--- config.mk ---
export PLATFORM = sky130hd
export DESIGN_NAME = demux_1_8_deser
export DESIGN_NICKNAME = d
export VERILOG_FILES = /design/src/rtl/demux_1_8_deser.sv
export SDC_FILE = /design/constraint.sdc
export NUM_CORES = 1
export LEC_CHECK = 0
export CAP_MARGIN = 20
export CORE_MARGIN = 5
export CORE_UTILIZATION = 43
export DETAILED_ROUTE_END_ITERATION = 10
export GPL_ROUTABILITY_DRIVEN = 0
export PLACE_DENSITY = 0.85
export SLEW_MARGIN = 5
export SYNTH_ARGS = -nofsm -noshare
export SYNTH_HDL_FRONTEND = slang
export SYNTH_SLANG_ARGS = --single-unit
--- constraint.sdc ---
create_clock -name clk -period 1.37 [get_ports clk]
set_input_delay 0.411 -clock clk [delete_from_list [all_inputs] [get_ports clk]]
set_output_delay 0.411 -clock clk [all_outputs]
set_load 0.02 [all_outputs]
--- src/rtl/demux_1_8_deser.sv ---
// demux_1_8_deser: bit-serial to byte converter.
// A 3-bit position counter steers each accepted serial bit into one
// position of an 8-bit byte register. The finished byte is offered on a
// valid/ready output port.
// Optional build macro: DEMUX_PARITY_EN. It adds a 9th serial bit carrying
// even parity over the byte, and drives the parity_err output.
//
// Handshake rules:
//   - Input side: a bit is consumed when in_valid && in_ready at a rising
//     clk edge. in_ready depends only on state (and reset), never on
//     in_valid. A bit offered while in_ready=0 is not consumed, so the
//     sender must hold it.
//   - Output side: a byte is consumed when out_valid && out_ready at a
//     rising clk edge. out_valid is registered. out_data is stable while
//     out_valid=1.
module demux_1_8_deser #(
   parameter bit LSB_FIRST = 1'b1
) (
   input  logic       clk,
   input  logic       reset,
   input  logic       flush,
   input  logic       in_valid,
   input  logic       in_bit,
   output logic       in_ready,
   output logic [7:0] out_data,
   output logic       out_valid,
   input  logic       out_ready,
   output logic [2:0] idx,
   output logic       parity_err
);

   // PAR is only reachable when the parity bit is enabled.
   typedef enum logic [1:0] {
      FILL = 2'd0,
      HOLD = 2'd1,
      PAR  = 2'd2
   } state_t;

   state_t     state, state_n;
   logic [2:0] idx_q, idx_n;
   logic [7:0] data_q, data_n;
   logic [2:0] pos;
   logic       accept;

`ifdef DEMUX_PARITY_EN
   logic       perr_q, perr_n;
`endif

   // Byte position written by the next accepted bit.
   assign pos    = LSB_FIRST ? idx_q : (3'd7 - idx_q);
   assign accept = in_valid && in_ready;

   assign in_ready  = ((state == FILL) || (state == PAR)) && !reset;
   assign out_valid = (state == HOLD);
   assign out_data  = data_q;
   assign idx       = idx_q;

`ifdef DEMUX_PARITY_EN
   assign parity_err = perr_q;
`else
   assign parity_err = 1'b0;
`endif

   // Next-state logic: flush beats accept; a held byte ignores flush.
   always_comb begin
      state_n = state;
      idx_n   = idx_q;
      data_n  = data_q;
`ifdef DEMUX_PARITY_EN
      perr_n  = perr_q;
`endif
      case (state)
         FILL: begin
            if (flush) begin
               idx_n  = 3'd0;
               data_n = 8'h00;
`ifdef DEMUX_PARITY_EN
               perr_n = 1'b0;
`endif
            end else if (accept) begin
               data_n[pos] = in_bit;
               // idx wraps to 0 after the 8th bit.
               idx_n = idx_q + 3'd1;
               if (idx_q == 3'd7) begin
`ifdef DEMUX_PARITY_EN
                  state_n = PAR;
`else
                  state_n = HOLD;
`endif
               end
            end
         end
`ifdef DEMUX_PARITY_EN
         PAR: begin
            if (flush) begin
               state_n = FILL;
               idx_n   = 3'd0;
               data_n  = 8'h00;
               perr_n  = 1'b0;
            end else if (accept) begin
               // Even parity: in_bit must equal the XOR of the data bits.
               perr_n  = in_bit ^ (^data_q);
               state_n = HOLD;
            end
         end
`endif
         HOLD: begin
            if (out_ready) begin
               state_n = FILL;
               data_n  = 8'h00;
`ifdef DEMUX_PARITY_EN
               perr_n  = 1'b0;
`endif
            end
         end
         default: begin
            state_n = FILL;
            idx_n   = 3'd0;
            data_n  = 8'h00;
         end
      endcase
   end

   // State register with synchronous reset; reset discards any partial or held byte.
   always_ff @(posedge clk) begin
      if (reset) begin
         state  <= FILL;
         idx_q  <= 3'd0;
         data_q <= 8'h00;
`ifdef DEMUX_PARITY_EN
         perr_q <= 1'b0;
`endif
      end else begin
         state  <= state_n;
         idx_q  <= idx_n;
         data_q <= data_n;
`ifdef DEMUX_PARITY_EN
         perr_q <= perr_n;
`endif
      end
   end

endmodule

# After elaboration in Yosys (flattened, before gate mapping)

Index checks and enable logic that the tools add are counted.

Add/sub/neg operators: 1
Reductions and logical operators: 9
Bitwise logic cells: 1
Equal/unequal tests: 8
Mux-type cells: 15
Magnitude comparators: 2

Operators by type and width:

| operator                                                           | count |
|---|---|
| two-way mux 8 bit                                                  | 3 |
| one-hot mux 8 bit (2 select lines)                                 | 1 |
| bitwise mux 8 bit                                                  | 1 |
| two-way mux 2 bit                                                  | 4 |
| two-way mux 3 bit                                                  | 2 |
| one-hot mux 3 bit (2 select lines)                                 | 1 |
| less-than comparator 3 x 4 -> 1 bit (second input constant)        | 1 |
| inequality test 2 x 1 -> 1 bit (second input constant)             | 2 |
| inequality test 2 bit (second input constant)                      | 2 |
| one-hot mux 2 bit (2 select lines)                                 | 1 |
| AND reduction 2 bit                                                | 2 |
| AND reduction 4 bit                                                | 1 |
| adder 3 x 1 -> 3 bit (second input constant)                       | 1 |
| demux 1 bit (select 3 bit)                                         | 1 |
| equality test 3 bit (second input constant)                        | 1 |
| greater-or-equal comparator 3 x 1 -> 1 bit (second input constant) | 1 |
| logical AND 1 bit                                                  | 3 |
| inequality test 3 bit (second input constant)                      | 1 |
| equality test 2 x 1 -> 1 bit (second input constant)               | 1 |
| equality test 2 bit (second input constant)                        | 1 |
| zero test 2 bit                                                    | 1 |
| zero test 1 bit                                                    | 1 |
| logical OR 1 bit                                                   | 1 |
| two-way mux 1 bit                                                  | 1 |
| NOT 1 bit                                                          | 1 |

Word-level logic and storage cells: 39
Register bits: 13
Input bits: 6

# Logic depth before layout (Yosys ltp)

Word-level depth: 8
Gate-level depth with buffers: 4
Depth with buffers taken out: 4

# Worst setup path before layout

Ideal clock, no wire load.

Kind: register -> register
From: register idx_q[0], in the netlist idx[0]
To: register data_q[1], in the netlist out_data[1]
Arrival time: 1134 ps
Required time: 1253 ps
Setup time: 117 ps
Clock period less this slack: 1252 ps
Stages on the path, launching flop included: 4
Setup slack: 118 ps
Buffers on the path: 0
Cells stage by stage: dfxtp_1 -> nor2b_1 -> nand4b_1 -> a32o_1

Cells in the longest elaborated chain, start to end: 8
Elaborated cells between the ends (all ways): 9

Ends and longest elaborated chain:

| what                                                                                                                    | line | source |
|---|---|---|
| start: declaration                                                                                                      | 40   | `logic [2:0] idx_q, idx_n;` |
| start signal: assignment                                                                                                | 135  | `idx_q <= idx_n;` |
| less-than comparator 3 x 4 -> 1 bit (implied by the code) or greater-or-equal comparator 3 x 1 -> 1 bit (tied branches) | 81   | `data_n[pos] = in_bit;` |
| logical AND 1 bit (implied by the code)                                                                                 | 81   |  |
| two-way mux 1 bit (implied by the code)                                                                                 | 81   |  |
| demux 1 bit (select 3 bit) *                                                                                            | 81   |  |
| bitwise mux 8 bit *                                                                                                     | 81   |  |
| two-way mux 8 bit *                                                                                                     | 80   | `end else if (accept) begin` |
| two-way mux 8 bit *                                                                                                     | 74   | `if (flush) begin` |
| one-hot mux 8 bit (2 select lines) *                                                                                    | 72   | `case (state)` |
| end signal: assignment                                                                                                  | 136  | `data_q <= data_n;` |
| end: declaration                                                                                                        | 41   | `logic [7:0] data_q, data_n;` |

Mark *: on every way between the ends. The rest lies on a longest branch, timed or not. The select of a mux whose other input is x is not followed.
A chain may end at the register's enable or synchronous reset.

# Final worst setup path

From: register data_q[2], in the netlist out_data[2]
To: output out_data[2]

RTL lines:

| what             | line | source |
|---|---|---|
| end: declaration | 25   | `output logic [7:0] out_data,` |

No word-level cell between the ends.

==> run_results.csv <==
group,metric,value,unit
outcome,outcome,"completed",
clock_tree,cts-root-buf,"clkbuf_4",
grt,antenna_found_initial,0,
route,vias,557,
clock_tree,holdBufCountCts,0,
floorplan,die_area,2310,µm²
floorplan,num_rows,13,
power_and_ir_drop,p_int,0.000496,W
hold_path,hp-class,"reg2reg",
grt,grt_max_degree,13,
clock_tree,clk_latency,0.27,ns
sta,slew_viol_final,0,
sta,finClkSkew,0.00391,ns
power_and_ir_drop,p_leak,0.347,nW
worst_setup_path,crit_path_end_kind,"primary output",
route,vias_per_cell,5.74,
worst_setup_path,slowest_stage,"dfxtp_1",
worst_setup_path,reg2regPathDepth,4,
clock_tree,cts_tree,"yes",
hold_path,min_from,"out_data[0]",
power_and_ir_drop,p_switching,0.000160,W
sta,rsz0062_at_grt,"false",
clock_tree,path_clk_slew,0.07,ns
clock_tree,clock-sinks,12,
sta,fin_crit_sh,96.8,%
synthesis,synthCells,57,
synthesis,avgSynthCellArea,10.9,µm²
route,ant_nets,0,
power_and_ir_drop,seqPwrFrac,53.9,%
sta,finalCriticalPeriod,1.33,ns
grt,grt_pass1_wl,2.32,mm
clock_tree,htreeDepth,1,
route,drc_errors,0,
floorplan,initial_core_util,46.7,%
power_and_ir_drop,p_sw_share,24.4,%
floorplan,dieHeight,48.1,µm
sta,hold_viol,0,
floorplan,io_pins,20,
worst_setup_path,rrSetupSlack,0.10,ns
power_and_ir_drop,combinationalPowerShare,13.4,%
final_layout,layout-drive-gt1-share,29.3,%
synthesis,ys_ff_latch,12,
worst_setup_path,r2r-end,"out_data[0]",
route,wl,1.41,mm
hold_path,holdPathEnd,"out_data[0]",
worst_setup_path,cp_cell_sequence,"clkdlybuf4s15_1",
placement,io_buffers,18,
sta,final-setup-viol-count,0,
synthesis,yosysUniqueCellTypes,25,
worst_setup_path,startpoint_type,"flip-flop",
grt,grt_usage,14.9,%
route,dr.pass1.iters,4,
hold_path,min_path_cells,1,
final_layout,final_cell_mix,"dfxtp_1 (11), clkdlybuf4s15_1 (8), a32o_1 (7)",
worst_setup_path,required,0.96,ns
worst_setup_path,cp_top_family,"flip-flops",
worst_setup_path,worst_ep_arrival_time,0.92,ns
power_and_ir_drop,p_per_area,756,nW/µm²
power_and_ir_drop,vdd_drop_max,0.458,mV
job,cap_violations,0,
floorplan,die_w,48.1,µm
sta,final.setup.tns,0,ns
synthesis,yosysWarnings,0,
route,drt_iter0_markers,7,
sta,fmax,754,MHz
clock_tree,clock_path_buffers,2,
synthesis,synthesis.nets,65,
clock_tree,cts_buffers,3,
power_and_ir_drop,pwr-share-clk,32.8,%
worst_setup_path,path_buf_inv,1,
grt,grt_pass1_vias,531,
final_layout,diodes,0,
worst_setup_path,path_class,"reg2out",
final_layout,finalNetCount,92,
worst_setup_path,r2r_start,"state[0]",
synthesis,syn_area,623,µm²
floorplan,core_area,1330,µm²
worst_setup_path,path_max_fanout,2,
worst_setup_path,max_stage_delay,0.34,ns
route,wl_per_cell,14.5,µm
synthesis,ys_seq_area_share,38.6,%
final_layout,final_common_cell,"dfxtp_1",
final_layout,final_util,65.0,%
placement,dp_hpwl,1.06,mm
final_layout,syn_to_final_growth,39.2,%
grt,overflow,0,
==> worst max-delay path by stage <==
stage	endpoint	slack, ns	from	cells after the start
6_report	out_data[2]	0.04	out_data[2]	1
5_1_grt	out_data[0]	0.001	out_data[0]	1
4_1_cts	idx[1]	0.0007	idx[1]	1
3_5_place_dp	in_ready	-0.57	reset	3
3_3_place_gp	in_ready	-0.57	reset	3
2_1_floorplan	out_data[1]	0.12	idx[0]	3
==> stage by stage <==
stage	instances	area, µm²	worst slack, ns	total power (W)	hold slack [ns]
3_3_place_gp	93	843	-0.568	0.000447	0.480
3_5_place_dp	93	843	-0.567	0.000449	0.487
2_1_floorplan	57	623	0.118	0.000407	0.480
6_report	97	867	0.0436	0.000656	0.503
4_1_cts	97	867	0.000711	0.000662	0.500
5_1_grt	97	867	0.00148	0.000687	0.529
==> state kept, by name, summed over array words and instances (netlist names) <==
name	flops
idx	3
out_data	8
state	1
==> kinds of logic (layout without fill, tap and decap cells) <==
kind of cell	Yosys count	count (layout)	synth area share [%]
AO/OA/AOI/OAI	13	13	20.1
other	1	1	0.602
adder cells (fa/ha/maj)	2	2	4.02
buffers and inverters	4	29	5.02
AND/OR/NAND/NOR	24	24	30.1
flip-flops	12	12	38.6
multiplexers	1	1	1.61
==> layer usage <==
layer	GRT usage, %	up-vias	share of wire [%]
met5	0	-	0
met4	6.99	0	0.57
met3	7.89	3	8.8
met2	20.6	25	47
met1	18.8	254	43
li1	-	275	-
==> Yosys cell counts (all sizes together) <==
cell type | number | share of area (%)
dfxtp | 12 | 39
nand2b | 1 | 1.4
nor3b | 2 | 3.2
nor2b | 3 | 3.0
nor3 | 1 | 1.6
o21bai | 1 | 1.2
ha | 2 | 4.0
conb | 1 | 0.60
nand4bb | 2 | 6.2
nor2 | 5 | 3.0
a21oi | 2 | 3.4
buf | 4 | 5.0
a22oi | 2 | 2.4
or2 | 1 | 1.0
nand4 | 4 | 4.0
mux2i | 1 | 1.6
nand4b | 4 | 5.6
a32o | 8 | 13
and2 | 1 | 1.0
==> power by group through the flow <==
stage	sequential [W]	combinational [W]	clock, W
after floorplan	0.000367	0.0000393	0
after global placement	0.000362	0.0000859	0
after detailed placement	0.000362	0.0000875	0
after CTS	0.000353	0.0000857	0.000223
after global routing	0.000354	0.0000948	0.000238
final	0.000353	0.0000876	0.000215
==> repair_timing <==
action / CTS / global route
endpoints found under the setup margin: 24 / 20
pin swaps: 3 / 4
gates resized for setup: 25 / 17
buffers inserted: 1 / 0
gates cloned: 0 / 0
==> final cells by class <==
cell class                 instances  area [µm²]
clock buffer                       3        22.5
tap                               15        18.8
fill                             115         467
multi-input combinational         41         365
timing repair buffer              26         219
sequential                        12         241
Note: power is estimated with default switching activity, not from simulation.
